[src/rtl/rx_event_queue.sv]
// rx_event_queue: turns receive-side frame, abort and line-loss indications
// into typed, sequence-numbered 8-bit events held in a small FIFO for the host.
// Optional statistics counters are built only when RX_EVENT_QUEUE_COUNTERS_EN
// is defined; otherwise the counter outputs are tied to zero.
module rx_event_queue #(
  parameter int FIFO_DEPTH  = 4,
  parameter int COUNT_WIDTH = 16
) (
  input  logic                          clk,
  input  logic                          reset,
  input  logic                          frame_complete_in,
  input  logic                          frame_valid_in,
  input  logic                          abort_in,
  input  logic                          no_clock_in,
  input  logic                          status_ack,
  input  logic                          clear_in,
  output logic                          status_valid,
  output logic [7:0]                    status_data,
  output logic [$clog2(FIFO_DEPTH):0]   fifo_level,
  output logic                          overflow,
  output logic [COUNT_WIDTH-1:0]        good_count,
  output logic [COUNT_WIDTH-1:0]        bad_count,
  output logic [COUNT_WIDTH-1:0]        abort_count
);

  localparam int PW = $clog2(FIFO_DEPTH);
  localparam logic [PW:0]   DEPTH_L = (PW+1)'(FIFO_DEPTH);
  localparam logic [PW:0]   ONE_L   = (PW+1)'(1);
  localparam logic [PW-1:0] PTR_ONE = PW'(1);

  localparam logic [1:0] TYPE_ABORT     = 2'b10;
  localparam logic [1:0] TYPE_LINE_LOSS = 2'b11;

  logic          no_clock_q;
  logic [PW-1:0] wr_ptr;
  logic [PW-1:0] rd_ptr;
  logic [PW:0]   level;
  logic [5:0]    seq;
  logic [7:0]    head_q;
  logic [7:0]    mem [FIFO_DEPTH];

  logic          line_loss;
  logic          event_req;
  logic [1:0]    event_type;
  logic          lower_dropped;
  logic          full;
  logic          pop;
  logic          push;
  logic          full_drop;
  logic [7:0]    new_entry;
  logic [PW:0]   level_next;

  // Event detection, priority selection and FIFO push/pop decisions
  always_comb begin
    line_loss     = no_clock_in & ~no_clock_q;
    event_req     = line_loss | abort_in | frame_complete_in;
    event_type    = {1'b0, ~frame_valid_in};
    if (line_loss) begin
      event_type = TYPE_LINE_LOSS;
    end else if (abort_in) begin
      event_type = TYPE_ABORT;
    end
    lower_dropped = (line_loss & (abort_in | frame_complete_in)) |
                    (abort_in & frame_complete_in);
    full          = (level == DEPTH_L);
    pop           = status_ack & (level != '0);
    push          = event_req & (~full | pop);
    full_drop     = event_req & full & ~pop;
    new_entry     = {event_type, seq};
    level_next    = level;
    if (push && !pop) begin
      level_next = level + ONE_L;
    end else if (pop && !push) begin
      level_next = level - ONE_L;
    end
  end

  // Queue storage; stale slots are harmless because pointers define validity
  always_ff @(posedge clk) begin
    if (push) begin
      mem[wr_ptr] <= new_entry;
    end
  end

  // Pointers, occupancy, sequence number, registered head and line-state history
  always_ff @(posedge clk or posedge reset) begin
    if (reset) begin
      no_clock_q <= 1'b1;
      wr_ptr     <= '0;
      rd_ptr     <= '0;
      level      <= '0;
      seq        <= '0;
      head_q     <= 8'h00;
    end else begin
      no_clock_q <= no_clock_in;
      level      <= level_next;
      if (push) begin
        wr_ptr <= wr_ptr + PTR_ONE;
        seq    <= seq + 6'd1;
      end
      if (pop) begin
        rd_ptr <= rd_ptr + PTR_ONE;
      end
      if (push && ((level == '0) || (pop && (level == ONE_L)))) begin
        head_q <= new_entry;
      end else if (pop && (level > ONE_L)) begin
        head_q <= mem[rd_ptr + PTR_ONE];
      end
    end
  end

  // Sticky loss flag; a new drop takes precedence over a simultaneous clear
  always_ff @(posedge clk or posedge reset) begin
    if (reset) begin
      overflow <= 1'b0;
    end else if (lower_dropped || full_drop) begin
      overflow <= 1'b1;
    end else if (clear_in) begin
      overflow <= 1'b0;
    end
  end

  assign status_valid = (level != '0);
  assign status_data  = head_q;
  assign fifo_level   = level;

`ifdef RX_EVENT_QUEUE_COUNTERS_EN
  localparam logic [COUNT_WIDTH-1:0] CNT_ONE = COUNT_WIDTH'(1);

  logic frame_good;
  logic frame_bad;

  assign frame_good = frame_complete_in & frame_valid_in;
  assign frame_bad  = frame_complete_in & ~frame_valid_in;

  // Saturating good-frame counter, counting detected events even if dropped
  always_ff @(posedge clk or posedge reset) begin
    if (reset) begin
      good_count <= '0;
    end else if (clear_in) begin
      good_count <= '0;
    end else if (frame_good && (good_count != '1)) begin
      good_count <= good_count + CNT_ONE;
    end
  end

  // Saturating bad-frame counter
  always_ff @(posedge clk or posedge reset) begin
    if (reset) begin
      bad_count <= '0;
    end else if (clear_in) begin
      bad_count <= '0;
    end else if (frame_bad && (bad_count != '1)) begin
      bad_count <= bad_count + CNT_ONE;
    end
  end

  // Saturating abort counter
  always_ff @(posedge clk or posedge reset) begin
    if (reset) begin
      abort_count <= '0;
    end else if (clear_in) begin
      abort_count <= '0;
    end else if (abort_in && (abort_count != '1)) begin
      abort_count <= abort_count + CNT_ONE;
    end
  end
`else
  assign good_count  = '0;
  assign bad_count   = '0;
  assign abort_count = '0;
`endif

endmodule
[config.mk]
export PLATFORM = sky130hd
export DESIGN_NAME = rx_event_queue
export DESIGN_NICKNAME = d
export VERILOG_FILES = /design/src/rtl/rx_event_queue.sv
export SDC_FILE = /design/constraint.sdc
export NUM_CORES = 1
export LEC_CHECK = 0
export CAP_MARGIN = 15
export CORE_ASPECT_RATIO = 0.7
export CORE_MARGIN = 3
export CORE_UTILIZATION = 53
export DETAILED_ROUTE_END_ITERATION = 7
export PLACE_DENSITY = 0.85
export RECOVER_POWER = 25
export SKIP_LAST_GASP = 1
export SLEW_MARGIN = 20
export SYNTH_ARGS = -nofsm -noshare
export SYNTH_HDL_FRONTEND = slang
export SYNTH_SLANG_ARGS = --single-unit
[constraint.sdc]
create_clock -name clk -period 3.1 [get_ports clk]
set_input_delay 0.62 -clock clk [delete_from_list [all_inputs] [get_ports clk]]
set_output_delay 0.62 -clock clk [all_outputs]
set_load 0.05 [all_outputs]
==> reports/qor.csv <==
metric,value,unit
status,"complete, no violations",
wl,4693,um
utilization,60.14,%
drive_gt1_share,14.80,%
syn_inst,199,
crit_fanout,6,
ys_types,33,
grt_pass1_vias,1392,
setup_tns,0,ns
area_growth,7.211,%
grt_pass1_wl,7410,um
muxShareOfSynthArea,7.348,%
synth_area,2741,um^2
setup_viol,0,
finalWeightedCongestion,0.8077,
synthSimpleGateAreaFrac,6.481,%
hp-class,reg2reg,
insertion_delay,0.31,ns
dieHeight,66.17,um
synth_edf_count,32,
cts.sinks,55,
finalCritPeriodShare,88.02,%
required,2.48,ns
drc_errors,0,
synth_compound_area_share,6.572,%
power.density,1122,nW/um^2
antenna_found_initial,0,
std_cell_rows,21,
worstPathArrival,2.11,ns
port_buffers,20,
post_cts_buffers,0,
yosys_warnings,0,
synth-seq-cells,55,
cts_tree,yes,
gr-total-overflow,0,
die-width,91.96,um
min_period,2.729,ns
start_util,56.09,%
cts_buffers,5,
antennaDiodeCount,0,
root_buffer,clkbuf_8,
ys_seq_area_share,56.09,%
drtAntennaViolNets,0,
layout.nets,240,
postSynthAreaPerCell,13.78,um^2
vias_per_cell,4.829,
rsz0062_at_grt,no,
post_cts_resized,0,
maxCapViolCount,0,
path_class,reg2out,
ios,69,
die_area,6085,um^2
h-tree-depth,2,
cts_hold_buf,0,
synthAdderAreaFrac,4.564,%
firstDrtPassIters,5,
drt_iter0_drc,74,
vdd_drop_max,0.0003862,V
drv_slew,0,
grt_usage,16.65,%
hold_viol_final,0,
fmax,366.5,MHz
skew,0.01448,ns
vias,1410,
wl_per_cell,16.07,um
clock_path_buffers,2,
dp_hpwl,3440,um
tightest_slew,0.9442,ns
ys.flop_type,edfxtp_1,
max_slew_margin,36.98,%
synth-xor-area-share,3.514,%
p_leak,1.207,nW
async_flop_share,41.82,%
start_kind,flip-flop,
grt_max_degree,24,
core-area,4887,um^2
crit_path_end_kind,output pin,
clk_pin_slew,0.10,ns
synth_top_family_by_area,buffers and inverters,
[cells by family (layout without fill, tap and decap cells)]
logic type	Yosys count	after routing
buffers and inverters	61	38
DFF	55	55
and+or+nand+nor	31	31
AOI/OAI and AO/OA	20	20
xor gates and xnor gates	11	11
adders and majority gates	10	10
muxes	10	10
other	1	48
[sequential cells by signal, summed over array words and instances, names as in the netlist]
signal	flops
rd_ptr	2
seq	6
overflow	1
status_data	8
no_clock_q	1
wr_ptr	2
fifo_level	3
mem	32
[per-layer routing]
metal / GRT usage, % / wire length [um]
met1: 22.04 / 2039
met2: 26.91 / 2296
met3: 4.096 / 320
met4: 6.296 / 37
met5: 0 / 0
[cell type report]
type	count	area, um^2
clock buffers	5	68.82
clock inverters	3	43.79
fillers	393	1948
inverters	9	33.78
multi-input cells	130	960.9
flip-flops and latches	55	1538
well taps	69	86.33
repair buffers	21	207.7
[synthesized netlist by cell type (2+ instances only)]
master	n	area (um^2)
inv_1	9	33.78
edfxtp_1	32	960.9
nand2b_1	2	12.51
nand2_1	6	22.52
o21ai_0	3	15.01
dfrtp_1	22	550.5
and2_2	8	60.06
nor2_1	5	18.77
xnor2_1	9	78.83
ha_1	10	125.1
a221oi_1	2	17.52
a21oi_2	3	26.28
and2_1	4	25.02
mux4_2	8	180.2
xor2_1	2	17.52
nand4_1	2	12.51
buf_4	50	375.4
a221o_1	7	70.07
[critical path, cell delays in order (launching register included)]
cell and delay [ns]:
dfrtp_1 0.46, inv_1 0.09, ha_1 0.27, nand2_1 0.15
clkdlybuf4s50_1 0.82
[power breakdown]
part	leakage [nW]	total [mW]	switching (mW)	internal [mW]
Clock	0.0581	0.474	0.233	0.241
Sequential	0.569	1.42	0.273	1.15
Combinational	0.579	1.40	0.846	0.557
[metrics by stage]
step / hold slack (ns) / setup slack (ns) / cells / power (mW) / area [um^2]
2_1_floorplan: 0.5004 / 0.7742 / 246 / 2.489 / 2918
3_3_place_gp: 0.4942 / 0.5765 / 284 / 2.775 / 2826
3_5_place_dp: 0.5011 / 0.5044 / 284 / 2.852 / 2826
4_1_cts: 0.5244 / 0.3735 / 292 / 3.326 / 2939
5_1_grt: 0.5410 / 0.2660 / 292 / 3.491 / 2939
6_report: 0.5162 / 0.3715 / 292 / 3.297 / 2939
[layout by cell type, fill, tap and decap left out, drive strengths merged]
| master | netlist | routed |
|---|---|---|
| ha | 10 | 10 |
| nor2 | 5 | 5 |
| dfrtp | 22 | 22 |
| nand2b | 2 | 2 |
| o22ai | 1 | 1 |
| nand4 | 2 | 2 |
| nand2 | 6 | 6 |
| and2 | 12 | 12 |
| a221oi | 2 | 2 |
| mux4 | 8 | 8 |
| xor2 | 2 | 2 |
| o31ai | 1 | 1 |
| clkdlybuf4s50 | 0 | 18 |
| o21ai | 3 | 3 |
| bufinv | 0 | 1 |
| a211oi | 1 | 1 |
| mux2 | 1 | 1 |
| edfxtp | 32 | 32 |
| o21a | 1 | 1 |
| a221o | 7 | 7 |
| nor3 | 1 | 1 |
| xnor2 | 9 | 9 |
| a21oi | 4 | 4 |
| buf | 51 | 1 |
| conb | 1 | 48 |
| mux2i | 1 | 1 |
| clkbuf | 1 | 5 |
| clkinv | 0 | 2 |
| dfstp | 1 | 1 |
| and3b | 1 | 1 |
| and3 | 1 | 1 |
| dlygate4sd3 | 0 | 2 |
| inv | 9 | 9 |
| nand3 | 1 | 1 |
[final timing paths]
| check | startpoint | endpoint | slack [ns] | cells after the start |
|---|---|---|---|---|
| worst max-delay path | fifo_level[0] | status_valid | 0.37 | 4 |
| worst max register to register | fifo_level[0] | mem[2][5] | 0.94 | 6 |
| max in group asynchronous | reset | seq[4] | 1.57 | 2 |
| worst min-delay path | status_data[0] | status_data[0] | 0.52 | 1 |
| worst min register to register | status_data[0] | status_data[0] | 0.52 | 1 |
| min in group asynchronous | reset | fifo_level[1] | 0.95 | 2 |
Note: power is estimated with default switching activity, not from simulation.
